[config.mk]
export PLATFORM = sky130hd
export DESIGN_NAME = mrbuf_ctrl
export DESIGN_NICKNAME = d
export VERILOG_FILES = /design/src/rtl/mrbuf_ctrl.sv
export SDC_FILE = /design/constraint.sdc
export NUM_CORES = 1
export LEC_CHECK = 0
export BUFFER_PORTS_ARGS = -buffer_cell sky130_fd_sc_hd__buf_2
export CAP_MARGIN = 0
export CORE_MARGIN = 2
export CORE_UTILIZATION = 40
export DETAILED_ROUTE_END_ITERATION = 16
export GPL_TIMING_DRIVEN = 0
export RECOVER_POWER = 25
export SLEW_MARGIN = 20
export SYNTH_ARGS = -nofsm -noshare
export SYNTH_HDL_FRONTEND = slang
export SYNTH_SLANG_ARGS = --single-unit
[constraint.sdc]
create_clock -name clk -period 4.4 [get_ports clk]
set_input_delay 0.66 -clock clk [delete_from_list [all_inputs] [get_ports clk]]
set_output_delay 0.66 -clock clk [all_outputs]
set_load 0.02 [all_outputs]
[src/rtl/mrbuf_ctrl.sv]
// mrbuf_ctrl - sequencing controller for a multi-rate circular buffer.
//
// The producer writes bursts of K words and the consumer reads bursts of
// J words. A single memory port is shared between them. Each burst runs
// to completion. The pointers and occupancy commit on the edge after the
// last beat.
//
// Parameters:
//   AW  address width; buffer depth is 2**AW
//   K   words per write burst (1..DEPTH)
//   J   words per read burst  (1..DEPTH)
//
// Ports:
//   clk, rst            clock; synchronous active-high reset
//   wr_req, rd_req      level requests for one burst
//   wr_grant, rd_grant  high on every beat of a write / read burst
//   wr_done, rd_done    pulse on the last beat of a burst
//   mem_we, mem_addr    memory port controls
//   wr_ptr, rd_ptr      committed pointers
//   count               committed occupancy, 0..DEPTH
//   full, empty         a write / read burst cannot currently proceed
//
// Optional build macro MRBUF_ERR_EN adds sticky wr_err / rd_err flags.
// wr_err is set by a write request that is refused because the buffer is
// full. rd_err is set by a read request that is refused because it is empty.

module mrbuf_ctrl #(
  parameter int AW = 4,
  parameter int K  = 4,
  parameter int J  = 4
) (
  input  logic          clk,
  input  logic          rst,
  input  logic          wr_req,
  input  logic          rd_req,
  output logic          wr_grant,
  output logic          rd_grant,
  output logic          wr_done,
  output logic          rd_done,
  output logic          mem_we,
  output logic [AW-1:0] mem_addr,
  output logic [AW-1:0] wr_ptr,
  output logic [AW-1:0] rd_ptr,
  output logic [AW:0]   count,
  output logic          full,
  output logic          empty
`ifdef MRBUF_ERR_EN
  ,
  output logic          wr_err,
  output logic          rd_err
`endif
);

  localparam int DEPTH = 2**AW;

  localparam logic [AW-1:0] K_LAST = AW'(K - 1);
  localparam logic [AW-1:0] J_LAST = AW'(J - 1);
  // When the burst length equals DEPTH, the pointer step truncates to 0.
  // A full-buffer burst therefore returns the pointer to where it started.
  localparam logic [AW-1:0] K_PTR  = AW'(K);
  localparam logic [AW-1:0] J_PTR  = AW'(J);
  localparam logic [AW:0]   K_CNT  = (AW+1)'(K);
  localparam logic [AW:0]   J_CNT  = (AW+1)'(J);
  localparam logic [AW:0]   D_CNT  = (AW+1)'(DEPTH);

  typedef enum logic [1:0] {IDLE, WR_BURST, RD_BURST} state_t;

  state_t        state;
  logic [AW-1:0] beat;
  logic          prio;   // 0: write wins a tie, 1: read wins
  logic          ew, er;

  // count never exceeds DEPTH, so the subtraction cannot wrap.
  assign full  = (D_CNT - count) < K_CNT;
  assign empty = count < J_CNT;

  assign ew = wr_req & ~full;
  assign er = rd_req & ~empty;

  // The beat outputs are registered. The first beat is therefore loaded on
  // the edge that leaves IDLE. Each later beat is loaded from beat+1.
  always_ff @(posedge clk) begin
    if (rst) begin
      state    <= IDLE;
      beat     <= '0;
      prio     <= 1'b0;
      wr_ptr   <= '0;
      rd_ptr   <= '0;
      count    <= '0;
      wr_grant <= 1'b0;
      rd_grant <= 1'b0;
      wr_done  <= 1'b0;
      rd_done  <= 1'b0;
      mem_we   <= 1'b0;
      mem_addr <= '0;
    end else begin
      case (state)
        IDLE: begin
          beat <= '0;
          if (ew && (!er || !prio)) begin
            state    <= WR_BURST;
            wr_grant <= 1'b1;
            mem_we   <= 1'b1;
            mem_addr <= wr_ptr;
            wr_done  <= (K == 1);
          end else if (er) begin
            state    <= RD_BURST;
            rd_grant <= 1'b1;
            mem_addr <= rd_ptr;
            rd_done  <= (J == 1);
          end
        end

        WR_BURST: begin
          if (beat == K_LAST) begin
            state    <= IDLE;
            wr_ptr   <= wr_ptr + K_PTR;
            count    <= count + K_CNT;
            prio     <= 1'b1;
            wr_grant <= 1'b0;
            mem_we   <= 1'b0;
            wr_done  <= 1'b0;
            mem_addr <= '0;
          end else begin
            beat     <= beat + AW'(1);
            mem_addr <= wr_ptr + beat + AW'(1);
            wr_done  <= ((beat + AW'(1)) == K_LAST);
          end
        end

        RD_BURST: begin
          if (beat == J_LAST) begin
            state    <= IDLE;
            rd_ptr   <= rd_ptr + J_PTR;
            count    <= count - J_CNT;
            prio     <= 1'b0;
            rd_grant <= 1'b0;
            rd_done  <= 1'b0;
            mem_addr <= '0;
          end else begin
            beat     <= beat + AW'(1);
            mem_addr <= rd_ptr + beat + AW'(1);
            rd_done  <= ((beat + AW'(1)) == J_LAST);
          end
        end

        default: begin
          state    <= IDLE;
          wr_grant <= 1'b0;
          rd_grant <= 1'b0;
          wr_done  <= 1'b0;
          rd_done  <= 1'b0;
          mem_we   <= 1'b0;
        end
      endcase
    end
  end

`ifdef MRBUF_ERR_EN
  // Requests are only sampled in IDLE. A refused request outside IDLE is
  // therefore not an error.
  always_ff @(posedge clk) begin
    if (rst) begin
      wr_err <= 1'b0;
      rd_err <= 1'b0;
    end else if (state == IDLE) begin
      if (wr_req && full)  wr_err <= 1'b1;
      if (rd_req && empty) rd_err <= 1'b1;
    end
  end
`endif

endmodule
==> results of run 1 <==
## where the power goes
| part | switching [W] | internal [W] | total [W] |
|---|---|---|---|
| clock | 0.0000640 | 0.0000321 | 0.0000961 |
| combinational | 0.000248 | 0.000141 | 0.000389 |
| sequential | 0.0000240 | 0.000230 | 0.000254 |
## kinds of logic after synthesis
kind of cell,after synthesis,synth area share [%]
adder cells (fa/ha/maj),9,7.99
flip-flops,22,31.2
AO/OA/AOI/OAI,42,19.6
AND/OR/NAND/NOR,56,20.3
other,1,0.266
multiplexers,6,4.35
XOR/XNOR,11,6.83
buffers and inverters,26,9.41
## state kept, by name (all words and copies together), names as in the netlist
register / flops
beat: 4
count: 3
mem_addr: 4
mem_we: 1
prio: 1
rd_done: 1
rd_grant: 1
rd_ptr: 2
state: 2
wr_done: 1
wr_ptr: 2
## area by class of cell
cell class,instances,area [um^2],area share (%)
multi-input cells,130,856,53.4
clock buffers,3,22.5,1.41
plain buffers,19,106,6.64
well taps,46,57.6,3.59
repair buffers,21,92.6,5.78
inverters,7,26.3,1.64
flip-flops and latches,22,440,27.5
## through the flow
stage	setup slack, ns	cells
floorplan	2.19	178
global route	1.83	248
finish	2.04	248
global placement	2.13	245
detailed placement	2.10	245
CTS	2.04	248
## placed cells by master (no fill, tap or decap), drive strengths merged, types with 4 or more instances in the layout
cell type and n:
buf 24, dfxtp 22, clkbuf 19, nor2 16
a21oi 15, nand2 12, o21ai 10, ha 9
xor2 8, inv 7, conb 6, mux2i 5
nand3 4
## per-layer routing
layer | track usage [%] | wire length, um | up-vias
met5 | 0 | 0 | -
met4 | 5.71 | 55 | 0
met3 | 3.75 | 159 | 7
met2 | 28.7 | 1590 | 33
met1 | 23.3 | 1550 | 600
li1 | - | - | 648
## worst paths after layout
path            endpoint  depth (start not counted)
max            rd_ptr[3]                          7
min          mem_addr[1]                          2
max reg2reg    rd_ptr[3]                          7
min reg2reg  mem_addr[1]                          2
## critical path, delay by kind of cell, from the launching register on
family        cells  cell delay [ns]
flops             1             0.56
fa+ha+maj         1             0.21
simple gates      4             1.15
xor+xnor          1             0.14
buf+inv           1             0.19
==> results.md, run 1 <==
- Status: finished clean
- Final #Nets: 217
- Max-cap violations: 0
- Routed via count: 1,288
- # DRC: 0
- Tightest hold margin: 0.461 ns
- Sequential fraction of the synthesis area: 31.2%
- Period utilization: 53.7%
- Async SR Flop Fraction: 0%
- Total clock sinks: 22
- Slowest-stage cell, CP: nor3b_1
- Synth top area share: 31.2%
- Fmax: 0.423 GHz
- Critical path capture point type: flip-flop
- CP max stage delay: 0.69 ns
- Synth-to-layout area growth: 13.6%
- DP Area: 1590 um^2
- Fill count: 354
- Crit path launch type: flip-flop
- Die Width: 63.4 um
- Total GRT Usage: 17.7%
- Power Density: 462 nW/um^2
- Final instance area: 1600 um^2
- GP Congestion: 0.805
- Clk_skew: 0.00263 ns
- Peak VDD IR: 0.172 mV
- GRT overflow: 0
- R2R Path Start: beat[1]
- First-pass GRT wire length: 5.64 mm
- WL final: 3.36 mm
- Required time of the critical path: 4.60 ns
- Count of final setup violators: 0
- Postcts setup bufs: 0
- Yosys reg bits: 22
- Reg-to-reg slack, setup: 2.04 ns
- Leak pwr: 0.673 nW
- Initial antenna violation count: 0
- Clock root buffer: clkbuf_4
- Detailed Place HPWL: 2.46 mm
- Row cnt: 21
- Die height: 63.4 um
- Syn Std Cell Area: 1410 um^2
- EDFF count, synth: 0
- Synth area leader: dfxtp_1
- Largest net degree at the start of global routing: 12
- Pwr Total: 0.000739 W
- Post-synth top cells: 22 x dfxtp_1, 16 x nor2_1, 15 x a21oi_1
- Post-layout util: 47.6%
- Synth warn: 0
- Worst Tran Pin Value: 0.805 ns
- RSZ-0062 raised after global routing: false
- Worst-skew pair later-pin latency: 0.32 ns
- Worst-path cell chain: ha_1 > buf_2 > nor3b_1 > and2_1 > nand2_1 > xor2_1 > nor2_1
- Final hold viol count: 0
- Normalized max-slew margin: 46.2%
- Antenna-violating nets left: 0
- Top cells by area, synth: dfxtp_1 31%, ha_1 8.0%, a21oi_1 5.3%, xor2_1 5.0%, nor2_1 4.3%
- Most common cell in the netlist: dfxtp_1
- HP Class: flip-flop to flip-flop
- Mapped Avg Cell Area: 8.15 um^2
- Post-CTS Resized: 0
- TritonCTS Buffers: 3
- Core ar.: 3360 um^2
- DR vias/cell: 5.19
- Main synth FF type: dfxtp_1
- Final TNS setup: 0 ns
- # IOs: 28
- Htree depth: 1
- Minimum clock period after layout: 2.36 ns
- # port buffers: 21
- Layout cell share with drive strength beyond 1: 16.3%
- Max-slew violations: 0
- Cells after Synth: 173
- Drt wl/cell: 13.5 um
- N_diodes: 0
- DR iter-0 viols: 42
- Die area: 4020 um^2
- Yosys cell types: 43
- CTS tree: built
- Largest fanout on the critical path: 9
- CTS Buffer Depth: 2
- CP Launch Point: beat[1]
- Post-CTS Hold Buffers: 0
- CP Class: flip-flop to flip-flop
- Worst path arrival time: 2.57 ns
- CTS clk-pin slew, worst paths: 0.12 ns
- Pre-Repair DR Iteration Count: 4
- Hold_sp: mem_addr[1]
- Initial Util: 41.9%
- Vias in the first global route: 1,176
Power figures use the tool's default switching activity.
==> inputs of run 2 (changes only) <==
==> constraint.sdc (replaced) <==
create_clock -name clk -period 2 [get_ports clk]
set_input_delay 0.3 -clock clk [delete_from_list [all_inputs] [get_ports clk]]
set_output_delay 0.3 -clock clk [all_outputs]
set_load 0.02 [all_outputs]
==> run 2 against run 1 <==
Wire length rose by 3.0%. Total power is 140% higher. Maximum frequency increased by 23%. Register-to-register slack lost 2.0 ns. Via count grew 4.3%. First-iteration DRC count rose by 9.5%. Clock power grew to 2.6 times the previous value. Sequential share of layout area fell by 2.0 points. Die area stayed put. Worst setup slack worse by 2.0 ns. Count of clock-buffer cells in the layout grew 1. Critical path type unchanged. Critical endpoint is now rd_done. Largest cell class unchanged.
==> results.md, run 2 (same netlist as run 1, synthesis figures left out) <==
- Worst Tran Pin Value: 0.583 ns (was 0.805 ns)
- Total clock sinks: 22 (unchanged)
- N_diodes: 0 (unchanged)
- Worst-path cell chain: inv_1 > ha_2 > xor2_2 > o311a_4 > and2_1 > nor3b_2 > mux2i_1 (was ha_1 > buf_2 > nor3b_1 > and2_1 > nand2_1 > xor2_1 > nor2_1)
- Initial Util: 41.9% (unchanged)
- Placed cells: 245 (unchanged)
- GP Congestion: 0.801 (was 0.805)
- Htree depth: 1 (unchanged)
- R2R Path Start: count[3] (was beat[1])
- Synth-to-layout area growth: 25.7% (was 13.6%)
- Switching Fraction: 44.0% (was 45.4%)
- Leak pwr: 0.767 nW (was 0.673 nW)
- Minimum clock period after layout: 1.93 ns (was 2.36 ns)
- GRT overflow: 0 (unchanged)
- Slowest-stage cell, CP: dfxtp_4 (was nor3b_1)
- Clk_skew: 0.00123 ns (was 0.00263 ns)
- Count of final setup violators: 0 (unchanged)
- Biggest regs: beat (4), mem_addr (4), count (3) (unchanged)
- Normalized max-slew margin: 61.2% (was 46.2%)
- Crit path launch type: flip-flop (unchanged)
- DR vias/cell: 5.17 (was 5.19)
- Die area: 4020 um^2 (unchanged)
- Required time of the critical path: 2.25 ns (was 4.60 ns)
- Initial antenna violation count: 0 (unchanged)
- CTS Buffer Depth: 2 (unchanged)
- P_sw: 0.000786 W (was 0.000336 W)
- Clock power frac: 14.1% (was 13.0%)
- Row cnt: 21 (unchanged)
- Final hold viol count: 0 (unchanged)
- Critical path capture point type: flip-flop (unchanged)
- CP Launch Point: count[3] (was beat[1])
- Met2 Track Usage GR: 28.8% (was 28.7%)
- Fmax: 0.519 GHz (was 0.423 GHz)
- Worst-skew pair later-pin latency: 0.31 ns (was 0.32 ns)
- Die height: 63.4 um (unchanged)
- Largest fanout on the critical path: 8 (was 9)
- Internal: 0.00100 W (was 0.000403 W)
- Routed via count: 1,344 (was 1,288)
- Core ar.: 3360 um^2 (unchanged)
- Non-Filler Instances: 260 (was 248)
- First-pass GRT wire length: 5.69 mm (was 5.64 mm)
- Pre-Repair DR Iteration Count: 4 (unchanged)
- CP Class: flip-flop to flip-flop (unchanged)
- CTS clk-pin slew, worst paths: 0.12 ns (about the same)
- Met1 usage: 23.2% (was 23.3%)
- Commonest non-fill, non-tap cells in the layout: 18 x buf_4, 18 x dfxtp_1, 16 x buf_2, 16 x nor2_1 (was 22 x dfxtp_1, 17 x buf_2, 16 x nor2_1, 15 x clkbuf_1, 15 x a21oi_1)
- Status: finished clean (unchanged)
- WL final: 3.46 mm (was 3.36 mm)
- Final #Nets: 228 (was 217)
- Hold_sp: rst (was mem_addr[1])
- # port buffers: 21 (unchanged)
- Period utilization: 96.3% (was 53.7%)
- # DRC: 0 (unchanged)
- Sequential Power Share: 31.0% (was 34.4%)
- Power Density: 1010 nW/um^2 (was 462 nW/um^2)
- GR Layer Usage met3: 2.32% (was 3.75%)
- Layout cell share with drive strength beyond 1: 28.0% (was 16.3%)
- DP Area: 1600 um^2 (was 1590 um^2)
- Peak VDD IR: 0.418 mV (was 0.172 mV)
- TritonCTS Buffers: 3 (unchanged)
- Final instance area: 1770 um^2 (was 1600 um^2)
- Combinational Power Share: 54.9% (was 52.6%)
- Max-cap violations: 0 (unchanged)
- # IOs: 28 (unchanged)
- Most crowded layer after global routing: met2 (unchanged)
- Total GRT Usage: 17.7% (unchanged)
- Clock root buffer: clkbuf_4 (unchanged)
- Antenna-violating nets left: 0 (unchanged)
- Detailed Place HPWL: 2.39 mm (was 2.46 mm)
- Worst path arrival time: 2.18 ns (was 2.57 ns)
- Vias in the first global route: 1,244 (was 1,176)
- HP Class: input pin to flip-flop (was flip-flop to flip-flop)
- CTS tree: built (unchanged)
- Post-layout util: 52.7% (was 47.6%)
- DR iter-0 viols: 46 (was 42)
- Drt wl/cell: 13.3 um (was 13.5 um)
- Max-slew violations: 0 (unchanged)
- Fill count: 362 (was 354)
- Buf/Inv on CP: 1 (unchanged)
- Largest net degree at the start of global routing: 13 (was 12)
- Die Width: 63.4 um (unchanged)
- Top delay family on crit path: simple AND/OR/NAND/NOR gates (unchanged)
- CP max stage delay: 0.41 ns (was 0.69 ns)
run 2: routing by layer:
layer | part of all wire (%) | routed length (um)
met1 | 49 | 1680
met2 | 46 | 1590
met3 | 2.9 | 101
met4 | 2.5 | 88
met5 | 0 | 0
run 2: path summary, 6_finish.rpt:
kind,to,slack [ns],cells after the start
worst max-delay path,rd_done,0.07,7
worst min-delay path,rd_done,0.32,3
worst max register to register,rd_done,0.07,7
worst min register to register,mem_addr[0],0.47,2
run 2: timing repair:
item / in CTS / in global routing
hold buffers: 0 / 0
resized for setup: 8 / 13
endpoints found under the setup margin: 9 / 6
setup buffers: 1 / 11
pin swaps: 0 / 4
run 2: stage by stage:
stage                     power [W]  hold WS (ns)  worst slack, ns  TNS (ns)
after floorplan             0.00123         0.480         -0.00746  -0.00746
after global placement      0.00141         0.439           -0.141    -0.453
after detailed placement    0.00143         0.448           -0.158    -0.648
after CTS                   0.00170         0.311           0.0160         0
after global routing        0.00194         0.338          -0.0146   -0.0198
final                       0.00179         0.324           0.0738         0
run 2: area by class of cell:
cell class | instances | area [um^2] | area share, %
Multi-Input combinational cell | 130 | 903 | 51.0
Sequential cell | 22 | 453 | 25.5
Timing Repair Buffer | 33 | 183 | 10.3
Buffer | 18 | 114 | 6.42
Tap cell | 46 | 57.6 | 3.25
Clock buffer | 4 | 36.3 | 2.05
Inverter | 7 | 26.3 | 1.48
run 2: worst register-to-register path, stage by stage, from the launching register on:
cell,delay [ns]
dfxtp_4,0.41
inv_1,0.05
ha_2,0.19
xor2_2,0.16
o311a_4,0.41
and2_1,0.20
nor3b_2,0.25
mux2i_1,0.20
run 2: power groups by stage:
stage | registers (W) | clock network (W) | logic [W]
finish | 0.000554 | 0.000252 | 0.000982
global route | 0.000566 | 0.000285 | 0.00109
CTS | 0.000552 | 0.000258 | 0.000890
detailed placement | 0.000568 | 0 | 0.000862
global placement | 0.000562 | 0 | 0.000851
floorplan | 0.000609 | 0 | 0.000617
==> inputs of run 3 (changes only) <==
--- a/config.mk
+++ b/config.mk
@@ -8,7 +8,7 @@
 export BUFFER_PORTS_ARGS = -buffer_cell sky130_fd_sc_hd__buf_2
 export CAP_MARGIN = 0
 export CORE_MARGIN = 2
-export CORE_UTILIZATION = 40
+export CORE_UTILIZATION = 30
 export DETAILED_ROUTE_END_ITERATION = 16
 export GPL_TIMING_DRIVEN = 0
 export RECOVER_POWER = 25
==> run 3 against run 2 <==
Register-to-register slack worse by 0.02 ns. Combinational power down 7.7%. Critical path type unchanged. Clock skew up 0.0014 ns. Critical endpoint is now rd_grant. Sequential cell count unchanged. Core utilization down 13 points. Design area down 1.6%. Non-clock buffer count down 10.
==> results.md, run 3 (same netlist as run 1, synthesis figures left out) <==
- Total clock sinks: 22 (unchanged)
- Worst path arrival time: 2.08 ns (was 2.18 ns)
- DR iter-0 viols: 51 (was 46)
- R2R Path Start: beat[1] (was count[3])
- CP Launch Point: beat[1] (was count[3])
- FF-to-FF End: rd_grant (was rd_done)
- Antenna-violating nets left: 0 (unchanged)
- Buf/Inv on CP: 2 (was 1)
- Clock root buffer: clkbuf_8 (was clkbuf_4)
- Drt wl/cell: 12.9 um (was 13.3 um)
- Pre-Repair DR Iteration Count: 4 (unchanged)
- CTS clk-pin slew, worst paths: 0.08 ns (was 0.12 ns)
- Status: finished clean (unchanged)
- Post-CTS Hold Buffers: 0 (unchanged)
- WL final: 3.29 mm (was 3.46 mm)
- First-pass GRT wire length: 5.32 mm (was 5.69 mm)
- Reg2Reg Depth: 8 (was 7)
- CTS tree: built (unchanged)
- Power Density: 1020 nW/um^2 (was 1010 nW/um^2)
- Placed cells: 251 (was 245)
- Largest net degree at the start of global routing: 13 (unchanged)
- CTS Buffer Depth: 2 (unchanged)
- Slowest-stage cell, CP: or3b_1 (was dfxtp_4)
- Worst-path cell chain: ha_2 > buf_6 > or3b_1 > buf_6 > a221o_1 > a21oi_2 > mux2i_1 > nor2_1 (was inv_1 > ha_2 > xor2_2 > o311a_4 > and2_1 > nor3b_2 > mux2i_1)
- Die area: 5260 um^2 (was 4020 um^2)
- N_diodes: 0 (unchanged)
- HP Class: input pin to flip-flop (unchanged)
- Total GRT Usage: 12.7% (was 17.7%)
- Hold Path Stages: 3 (unchanged)
- Initial antenna violation count: 0 (unchanged)
- Largest fanout on the critical path: 9 (was 8)
- Worst-skew pair later-pin latency: 0.26 ns (was 0.31 ns)
- Commonest non-fill, non-tap cell in the layout: dfxtp_1
- Hold_sp: rst (unchanged)
- CP max stage delay: 0.37 ns (was 0.41 ns)
- Biggest regs: beat (4), mem_addr (4), count (3) (unchanged)
- CP Class: flip-flop to flip-flop (unchanged)
- RSZ-0062 raised after global routing: true
- Initial Util: 31.7% (was 41.9%)
- # IOs: 28 (unchanged)
- # DRC: 0 (unchanged)
- Worst Tran Pin Value: 0.530 ns (was 0.583 ns)
- GRT overflow: 0 (unchanged)
- Core ar.: 4440 um^2 (was 3360 um^2)
- Minimum clock period after layout: 1.94 ns (was 1.93 ns)
- Routed via count: 1,261 (was 1,344)
- Reg-to-reg slack, setup: 0.06 ns (was 0.07 ns)
- Vias in the first global route: 1,109 (was 1,244)
- Period utilization: 97.2% (was 96.3%)
- Critical path capture point type: flip-flop (unchanged)
- # port buffers: 21 (unchanged)
- GP Congestion: 0.795 (was 0.801)
- Required time of the critical path: 2.14 ns (was 2.25 ns)
- Final hold viol count: 0 (unchanged)
- Max-cap violations: 0 (unchanged)
- Detailed Place HPWL: 2.38 mm (was 2.39 mm)
- Non-Filler Instances: 256 (was 260)
- Die Width: 72.6 um (was 63.4 um)
- Max-slew violations: 0 (unchanged)
- DR vias/cell: 4.93 (was 5.17)
- Count of final setup violators: 0 (unchanged)
- Layout cell share with drive strength beyond 1: 23.0% (was 28.0%)
- Synth-to-layout area growth: 23.8% (was 25.7%)
- Top delay family on crit path: compound AO/OA/AOI/OAI gates (was simple AND/OR/NAND/NOR gates)
- Clk_skew: 0.00265 ns (was 0.00123 ns)
- Hold Path End: rd_done (unchanged)
- Row cnt: 24 (was 21)
- Normalized max-slew margin: 64.7% (was 61.2%)
- Die height: 72.6 um (was 63.4 um)
- CP most frequent cell: buf_6
- Peak VDD IR: 0.350 mV (was 0.418 mV)
- TritonCTS Buffers: 3 (unchanged)
- Crit path launch type: flip-flop (unchanged)
- Htree depth: 1 (unchanged)
- Fmax: 0.514 GHz (was 0.519 GHz)
- Commonest non-fill, non-tap cells in the layout: 18 x dfxtp_1, 16 x nor2_1, 15 x buf_2, 14 x clkbuf_1, 14 x a21oi_1 (was 18 x buf_4, 18 x dfxtp_1, 16 x buf_2, 16 x nor2_1)
- Final #Nets: 218 (was 228)
- Leak pwr: 0.727 nW (was 0.767 nW)
- Pwr Total: 0.00179 W (about the same)
[run 3: per-layer routing]
layer  track usage, %  vias up  routed length (um)
met4             3.09        0                  31
met1             18.4      572                1630
met2             19.5       30                1470
li1                 -      654                   -
met3             2.08        5                 157
met5                0        -                   0
[run 3: repair_timing]
item / 4_1_cts / 5_1_grt
resized for setup: 12 / 9
buffers inserted: 0 / 1
setup endpoints to repair: 15 / 8
endpoints found under the hold margin: 0 / 0
pin swaps: 1 / 3
[run 3: final cells by class]
type / count / area [um^2]
fillers: 469 / 2700
plain buffers: 19 / 125
repair buffers: 22 / 101
flip-flops and latches: 22 / 448
multi-input cells: 130 / 925
clock buffers: 4 / 55.1
inverters: 7 / 26.3
well taps: 52 / 65.1
[run 3: worst max path at each step]
stage | endpoint | depth (start not counted)
global placement | rd_ptr[3] | 7
global route | rd_grant | 8
floorplan | rd_done | 6
finish | rd_grant | 8
detailed placement | rd_ptr[3] | 7
CTS | rd_grant | 8
[run 3: metrics by stage]
step	hold slack (ns)	TNS [ns]	setup WS, ns	cell area (um^2)	utilization [%]
after global placement	0.444	-0.837	-0.228	1600	36.1
after global routing	0.418	-0.0588	-0.0503	1750	39.3
final	0.395	0	0.0553	1750	39.3
after floorplan	0.480	-0.00746	-0.00746	1430	-
after CTS	0.394	-0.0171	-0.0171	1710	38.4
after detailed placement	0.446	-0.882	-0.239	1600	36.1
[run 3: tightest hold or removal path, stage by stage]
cell      delay, ns
buf_2          0.14
nand2b_1       0.11
mux2i_1        0.06
[run 3: power by group]
| part | switching (W) | internal, W |
|---|---|---|
| clock network | 0.000145 | 0.000176 |
| registers | 0.0000491 | 0.000510 |
| logic | 0.000569 | 0.000338 |
